==> src/rtl/fcb_cfg_receiver_if.sv <==
// FCB serial configuration link: head/strobe/global-reset toward the fabric,
// tail back to the FCB for readback.
interface fcb_cfg_receiver_if;
  logic cfg_head;
  logic cfg_shift;
  logic cfg_greset;
  logic cfg_tail;

  modport master (output cfg_head, output cfg_shift, output cfg_greset, input cfg_tail);
  modport slave  (input cfg_head, input cfg_shift, input cfg_greset, output cfg_tail);
endinterface

==> src/rtl/fcb_cfg_receiver.sv <==
// Fabric-side FCB configuration chain receiver with shadow commit.
// Optional Adler-32 over received bytes, enabled by CFG_CHAIN_CHECKSUM_EN.
//
// state  | meaning
// IDLE   | after reset, waiting for global config reset to assert
// LOAD   | accepting bits, counting, assembling bytes
// FOLD   | one cycle: fold partial byte, commit chain and checksum
// ACTIVE | configuration valid; chain still shifts for readback
module fcb_cfg_receiver #(
  parameter int CHAIN_LEN = 64
) (
  input  logic                 clk,
  input  logic                 reset,
  fcb_cfg_receiver_if.slave    fcb,
  output logic [CHAIN_LEN-1:0] cfg_bits,
  output logic                 cfg_valid,
  output logic [31:0]          cfg_bit_count,
  output logic [31:0]          cfg_checksum
);

  typedef enum logic [1:0] {IDLE, LOAD, FOLD, ACTIVE} state_t;

  state_t               state;
  logic [CHAIN_LEN-1:0] chain;
  logic                 chain_shift;

  assign chain_shift  = fcb.cfg_shift && (state == LOAD || state == ACTIVE);
  assign fcb.cfg_tail = chain[CHAIN_LEN-1];

`ifdef CFG_CHAIN_CHECKSUM_EN
  localparam logic [16:0] ADLER_MOD = 17'd65521;

  logic [7:0]  byte_reg;
  logic [2:0]  byte_cnt;
  logic [15:0] sum_a;
  logic [15:0] sum_b;
  logic [7:0]  byte_next;
  logic [7:0]  part_byte;
  logic [31:0] fold_full;
  logic [31:0] fold_part;
  logic [31:0] fold_final;

  // One conditional subtract per step is enough: both operands are below the modulus.
  function automatic logic [31:0] adler_fold(input logic [15:0] a, input logic [15:0] b,
                                             input logic [7:0] d);
    logic [16:0] a_n;
    logic [16:0] b_n;
    a_n = {1'b0, a} + {9'd0, d};
    if (a_n >= ADLER_MOD) a_n = a_n - ADLER_MOD;
    b_n = {1'b0, b} + a_n;
    if (b_n >= ADLER_MOD) b_n = b_n - ADLER_MOD;
    return {b_n[15:0], a_n[15:0]};
  endfunction

  assign byte_next  = {byte_reg[6:0], fcb.cfg_head};
  assign part_byte  = byte_reg & ((8'd1 << byte_cnt) - 8'd1);
  assign fold_full  = adler_fold(sum_a, sum_b, byte_next);
  assign fold_part  = adler_fold(sum_a, sum_b, part_byte);
  assign fold_final = (byte_cnt != 3'd0) ? fold_part : {sum_b, sum_a};
`else
  assign cfg_checksum = 32'd0;
`endif

  always_ff @(posedge clk) begin
    if (reset) begin
      state         <= IDLE;
      chain         <= '0;
      cfg_bits      <= '0;
      cfg_valid     <= 1'b0;
      cfg_bit_count <= 32'd0;
`ifdef CFG_CHAIN_CHECKSUM_EN
      byte_reg      <= 8'd0;
      byte_cnt      <= 3'd0;
      sum_a         <= 16'd1;
      sum_b         <= 16'd0;
      cfg_checksum  <= 32'd0;
`endif
    end else begin
      if (chain_shift) chain <= {chain[CHAIN_LEN-2:0], fcb.cfg_head};

      case (state)
        IDLE: begin
          if (fcb.cfg_greset) state <= LOAD;
        end
        LOAD: begin
          if (fcb.cfg_shift) begin
            if (cfg_bit_count != 32'hFFFF_FFFF) cfg_bit_count <= cfg_bit_count + 32'd1;
`ifdef CFG_CHAIN_CHECKSUM_EN
            byte_reg <= byte_next;
            byte_cnt <= byte_cnt + 3'd1;
            if (byte_cnt == 3'd7) {sum_b, sum_a} <= fold_full;
`endif
          end
          if (!fcb.cfg_greset) state <= FOLD;
        end
        FOLD: begin
          cfg_bits  <= chain;
          cfg_valid <= 1'b1;
`ifdef CFG_CHAIN_CHECKSUM_EN
          {sum_b, sum_a} <= fold_final;
          cfg_checksum   <= fold_final;
`endif
          state <= ACTIVE;
        end
        ACTIVE: begin
          // Re-entering LOAD restarts counting; the chain contents are kept.
          if (fcb.cfg_greset) begin
            state         <= LOAD;
            cfg_valid     <= 1'b0;
            cfg_bit_count <= 32'd0;
`ifdef CFG_CHAIN_CHECKSUM_EN
            byte_reg <= 8'd0;
            byte_cnt <= 3'd0;
            sum_a    <= 16'd1;
            sum_b    <= 16'd0;
`endif
          end
        end
        default: state <= IDLE;
      endcase
    end
  end

endmodule

==> src/flat_wrapper.sv <==
// flat-port wrapper written by rule: the top's interface ports become plain ports
module fcb_cfg_receiver_flat 
#(
  parameter int CHAIN_LEN = 64
)
  (clk, reset, cfg_bits, cfg_valid, cfg_bit_count, cfg_checksum, fcb_cfg_head, fcb_cfg_shift, fcb_cfg_greset, fcb_cfg_tail);
  fcb_cfg_receiver_if fcb_i ();
  input  logic clk;
  input  logic reset;
  output logic [CHAIN_LEN-1:0] cfg_bits;
  output logic cfg_valid;
  output logic [31:0] cfg_bit_count;
  output logic [31:0] cfg_checksum;
  input wire logic [$bits(fcb_i.cfg_head)-1:0] fcb_cfg_head;
  input wire logic [$bits(fcb_i.cfg_shift)-1:0] fcb_cfg_shift;
  input wire logic [$bits(fcb_i.cfg_greset)-1:0] fcb_cfg_greset;
  output wire logic [$bits(fcb_i.cfg_tail)-1:0] fcb_cfg_tail;
  assign fcb_i.cfg_head = fcb_cfg_head;
  assign fcb_i.cfg_shift = fcb_cfg_shift;
  assign fcb_i.cfg_greset = fcb_cfg_greset;
  assign fcb_cfg_tail = fcb_i.cfg_tail;
  fcb_cfg_receiver #(.CHAIN_LEN(CHAIN_LEN)) u_core (.clk(clk), .reset(reset), .fcb(fcb_i), .cfg_bits(cfg_bits), .cfg_valid(cfg_valid), .cfg_bit_count(cfg_bit_count), .cfg_checksum(cfg_checksum));
endmodule
==> config.mk <==
export PLATFORM = sky130hd
export DESIGN_NAME = fcb_cfg_receiver_flat
export DESIGN_NICKNAME = d
export VERILOG_FILES = /design/src/rtl/fcb_cfg_receiver_if.sv /design/src/rtl/fcb_cfg_receiver.sv /design/src/flat_wrapper.sv
export SDC_FILE = /design/constraint.sdc
export NUM_CORES = 1
export LEC_CHECK = 0
export ABC_AREA = 1
export CAP_MARGIN = 0
export CORE_ASPECT_RATIO = 1.2
export CORE_MARGIN = 2
export CORE_UTILIZATION = 30
export CTS_BUF_LIST = sky130_fd_sc_hd__clkbuf_4 sky130_fd_sc_hd__clkbuf_8
export DETAILED_ROUTE_END_ITERATION = 8
export PLACE_DENSITY = 0.58
export SLEW_MARGIN = 20
export SYNTH_ARGS = -nofsm -noshare
export SYNTH_HDL_FRONTEND = slang
export SYNTH_SLANG_ARGS = --single-unit
export TNS_END_PERCENT = 10
==> constraint.sdc <==
create_clock -name clk -period 4.25 [get_ports clk]
set_input_delay 0.425 -clock clk [delete_from_list [all_inputs] [get_ports clk]]
set_output_delay 0.425 -clock clk [all_outputs]
set_load 0.02 [all_outputs]
**Word level (Yosys, flattened, before mapping)**

Cells that the tools add are included.

- Add/subtract/negate cells: 1
- Multiplexer cells: 9
- Reduce and logical (&&, ||, !) cells: 9
- Equal/unequal tests: 9

Operators by type and width:

| operator | number |
|---|---|
| $mux 32 | 3 |
| $pmux 32 s2 | 1 |
| $add 32x1->32 const B | 1 |
| $ne 32x32->1 const B | 1 |
| $ne 2x2->1 const B | 4 |
| $pmux 2 s3 | 1 |
| $eq 2x2->1 const B | 2 |
| $mux 2 | 2 |
| $reduce_and 2->1 | 2 |
| $reduce_and 4->1 | 1 |
| $reduce_bool 2->1 | 2 |
| $eq 2x1->1 const B | 1 |
| $logic_not 2->1 | 1 |
| $ne 2x1->1 const B | 1 |
| $pmux 1 s2 | 1 |
| $reduce_or 2->1 | 1 |
| $logic_and 1x1->1 | 1 |
| $logic_or 1x1->1 | 1 |
| $mux 1 | 1 |

- Input bits: 5
- Flip-flop bits (word level): 163

**Logic depth before layout (Yosys ltp)**

- Word-level depth: 4
- Gate-level depth with buffers: 13
- Gate-level depth less buffers: 12

**Least setup slack after synthesis**

OpenSTA, ideal clock, no wires.

- Kind: register to register
- From: reg u_core.cfg_bit_count[1]
- To: reg u_core.cfg_bit_count[13]
- Setup slack: 2428 ps
- Cell stages (with the launch flop): 13
- Setup time: 110 ps
- Period minus slack after synthesis: 1822 ps
- Buffers on the path: 2
- Arrival: 1711 ps
- Cell sequence: dfxtp_1 ha_1 nand2_2 nor2_4 nand2_4 nor2_8 nand3_4 buf_6 buf_8 nand4_1 nand2_1 inv_1 nor2_1

- Word-level cells in the longest chain between the ends: 4

RTL lines:

| element | line | RTL |
|---|---|---|
| start: declaration | fcb_cfg_receiver.sv:17 | `output logic [31:0] cfg_bit_count,` |
| start signal: assignment | fcb_cfg_receiver.sv:87 | `if (cfg_bit_count != 32'hFFFF_FFFF) cfg_bit_count <= cfg_bit_count + 32'd1;` |
| $add 32x1->32 | fcb_cfg_receiver.sv:87 |  |
| $mux 32 | fcb_cfg_receiver.sv:87 |  |
| $mux 32 | fcb_cfg_receiver.sv:86 | `if (fcb.cfg_shift) begin` |
| $pmux 32 s2 | fcb_cfg_receiver.sv:81 | `case (state)` |

Several ways; a longest one is shown, not always the timed one. The select of a mux whose other input is x is not followed.
A chain may end at the register's enable or synchronous reset.

**Final worst setup path**

- From: reg u_core.state[0]
- To: reg u_core.cfg_bit_count[29]

- Word-level cells in the longest chain between the ends: 3

RTL lines:

| element | line | RTL |
|---|---|---|
| start: declaration | fcb_cfg_receiver.sv:23 | `state_t state;` |
| start signal: assignment | fcb_cfg_receiver.sv:66 | `state <= IDLE;` |
| start signal: assignment | fcb_cfg_receiver.sv:83 | `if (fcb.cfg_greset) state <= LOAD;` |
| start signal: assignment | fcb_cfg_receiver.sv:94 | `if (!fcb.cfg_greset) state <= FOLD;` |
| $eq 2x1->1 / $eq 2x2->1 (equally long branches) | fcb_cfg_receiver.sv:81 |  |
| $ne 2x2->1 (no source line) / $reduce_bool 2->1 (equally long branches) | -- |  |
| $reduce_and 4->1 (no source line) | -- |  |

Several ways; a longest one is shown, not always the timed one.

==> flow_summary.toml <==
[worst_setup_path]
crit_required_ps = 4600
critical_path.top_delay_family = "buffers and inverters"
rr_worst_depth = 10
crit_path_frequent_cell = "inv_1"
cp-start-kind = "flip-flop"
cp.arrival_ps = 2800
end_kind = "flip-flop"
crit_fanout = 29
criticalPathCategory = "flip-flop to flip-flop"
crit_slowest_cell = "ha_1"
crit_buf_inv = 5
critical_path_depth = 10
cp_slowest_stage_delay_ps = 370
path_cells = "ha_1 > inv_1 > nor2_1 > inv_1 > buf_4 > nand3_4 > inv_1 > nand2_1 > inv_1 > nor2_1"

[floorplan]
dieArea_mm2 = 0.0257
die-width_um = 147
fp.coreArea_mm2 = 0.0240
initial_core_util_pct = 30.5
die_h_um = 175
ios = 135
fp-row-count = 62

[run]
maxCapViolCount = 0

[clock_tree]
clk_path_buf_depth = 2
cts-resized-gates = 0
clk_pin_slew_worst_paths_ps = 90
cts_htree_levels = 4
cts_tree = "built"
postCtsSetupRepairBufs = 0
clock_latency_ps = 450
cts_hold_buf = 0
cts_root_buf = "clkbuf_8"
cts.sinks = 163
cts_inserted_buffers = 17

[routing]
routed_wl_um = 18200
vias = 6582
post_drt_wl_per_cell_um = 12.3
drtIter0Drc = 352
routed_via_density = 4.44
route.detailed.drc = 0
drtAntennaViolNets = 0
first_pass_iters = 5

[sta]
finalCritPeriodShare_pct = 57.7
post-route-min-period_ps = 2450
setup_viol = 0
slew_headroom_pct = 41.4
slew_violations = 0
hold_viol_final = 0
finalClockSkew_ps = 12.4
rsz0062_at_grt = "no"
max_freq_ghz = 0.408
setup_tns_ps = 0
worstMarginPinSlew_ps = 879
fin_ws_ps = 1800

[place]
place.gp.congestion = 0.846
pre_cts_ws_ps = 1720
hpwl_um = 11900
numPortBuffers = 102

[synthesis]
synthMostInstantiatedCell = "nor2_1"
synth_enable_flop_cells = 0
yosysSeqAreaShare_pct = 44.6
syn_inst = 1082
yosysWarnings = 0
synth.top_cell.area_share_pct = 44.6
syn_area_mm2 = 0.00732
ys_async_sr_fraction_pct = 0
ys_types = 25
synth_area_per_cell_um2 = 6.76
yosys.area.top_type = "dfxtp_1"
ys.flop_type = "dfxtp_1"
synth_common_cells = "nor2_1 (348), nand2_1 (175), dfxtp_1 (163)"
ys_ff_latch = 163
ys_top_cells_by_area = "dfxtp_1 (45%), nor2_1 (18%), o21ai_0 (9.4%), nand2_1 (9.0%), inv_1 (4.1%)"

[hold_path]
hold-path-cell-count = 2
holdCritPathClass = "flip-flop to flip-flop"

[outcome]
status = "complete, no violations"

[global_route]
antenna_found_initial = 0
grt_max_degree = 78
grt_pass1_wl_um = 30300
grt_pass1_vias = 6053
overflow = 0
track_usage_pct = 14.4

[final_layout]
antennaDiodeCount = 0
syn_to_final_growth_pct = 20.4
fin_nets = 1160
layout-drive-gt1-share_pct = 4.81

[power_and_ir_drop]
p_leak_nw = 3.83
powerDensity_mw_per_mm2 = 636
ir_drop_mv = 0.310
## worst register-to-register path: cells and delay by family, from the launching register on
| family | cells | cell delay [ps] |
|---|---|---|
| adders and majority gates | 1 | 370 |
| buffers and inverters | 5 | 1090 |
| DFF | 1 | 350 |
| and+or+nand+nor | 4 | 560 |
## kinds of logic (layout without fill, tap and decap cells)
logic type / after synthesis / after routing / share of synthesized area, %
buffers and inverters: 172 / 223 / 11.1
DFF: 163 / 163 / 44.6
and+or+nand+nor: 591 / 591 / 33.1
adders and majority gates: 4 / 4 / 0.684
AOI/OAI and AO/OA: 151 / 151 / 10.4
other: 1 / 32 / 0.0512
## sequential cells by signal, indices dropped and copies added (netlist names)
name / count
u_core.cfg_bit_count: 32
u_core.cfg_valid: 1
u_core.cfg_bits: 64
u_core.chain: 64
u_core.state: 2
## worst paths after layout
path	start	end	slack (ps)
worst min-delay path	u_core.cfg_bits[33]$_SDFFE_PP0P_	u_core.cfg_bits[33]$_SDFFE_PP0P_	500
worst max-delay path	u_core.state[0]$_SDFFE_PP0P_	u_core.cfg_bit_count[29]$_SDFFE_PP0P_	1800
worst max register to register	u_core.state[0]$_SDFFE_PP0P_	u_core.cfg_bit_count[29]$_SDFFE_PP0P_	1800
worst min register to register	u_core.cfg_bits[33]$_SDFFE_PP0P_	u_core.cfg_bits[33]$_SDFFE_PP0P_	500
## through the flow
step / hold WS (ps) / instance area [um2] / instances / total power [mW] / utilization, %
finish: 504 / 8810 / 1484 / 5.60 / 36.8
global route: 526 / 8810 / 1484 / 6.03 / 36.8
CTS: 506 / 8810 / 1484 / 5.69 / 36.8
detailed placement: 481 / 8410 / 1452 / 4.51 / 35.1
global placement: 479 / 8410 / 1452 / 4.50 / 35.1
floorplan: 467 / 7440 / 1113 / 3.64 / -
## per-layer routing
layer	global-route usage (%)	part of all wire, %	up-vias	routed length (um)
met5	0	0	-	0
met4	4.53	1.4	0	251
met3	3.29	4.6	12	838
met2	24.1	48	146	8710
met1	18.3	46	2962	8430
li1	-	-	3462	-
## where the power goes
group	switching, mW	internal (mW)	total, mW	leakage [nW]
registers	0.347	1.99	2.34	1.33
clock network	0.609	0.540	1.15	0.202
logic	1.26	0.857	2.11	2.30
total	2.21	3.39	5.60	3.83
## cells in the final DEF (no fill, tap or decap), drive strengths merged
cell type / n
a21oi: 11
conb: 32
nand4: 32
clkbuf: 21
bufinv: 1
a22oi: 1
o21ai: 137
buf: 7
clkinvlp: 2
clkinv: 5
clkdlybuf4s50: 102
nand3: 26
inv: 85
nor2: 354
nand2: 179
dfxtp: 163
ha: 4
o31ai: 2
## cell type report
cell class / count / area (um2)
multi-input cells: 778 / 3360
clock buffers: 21 / 289
well taps: 320 / 400
repair buffers: 109 / 1070
fillers: 2563 / 15200
inverters: 82 / 312
clock inverters: 11 / 114
flip-flops and latches: 163 / 3260
Note: power is estimated with default switching activity, not from simulation.
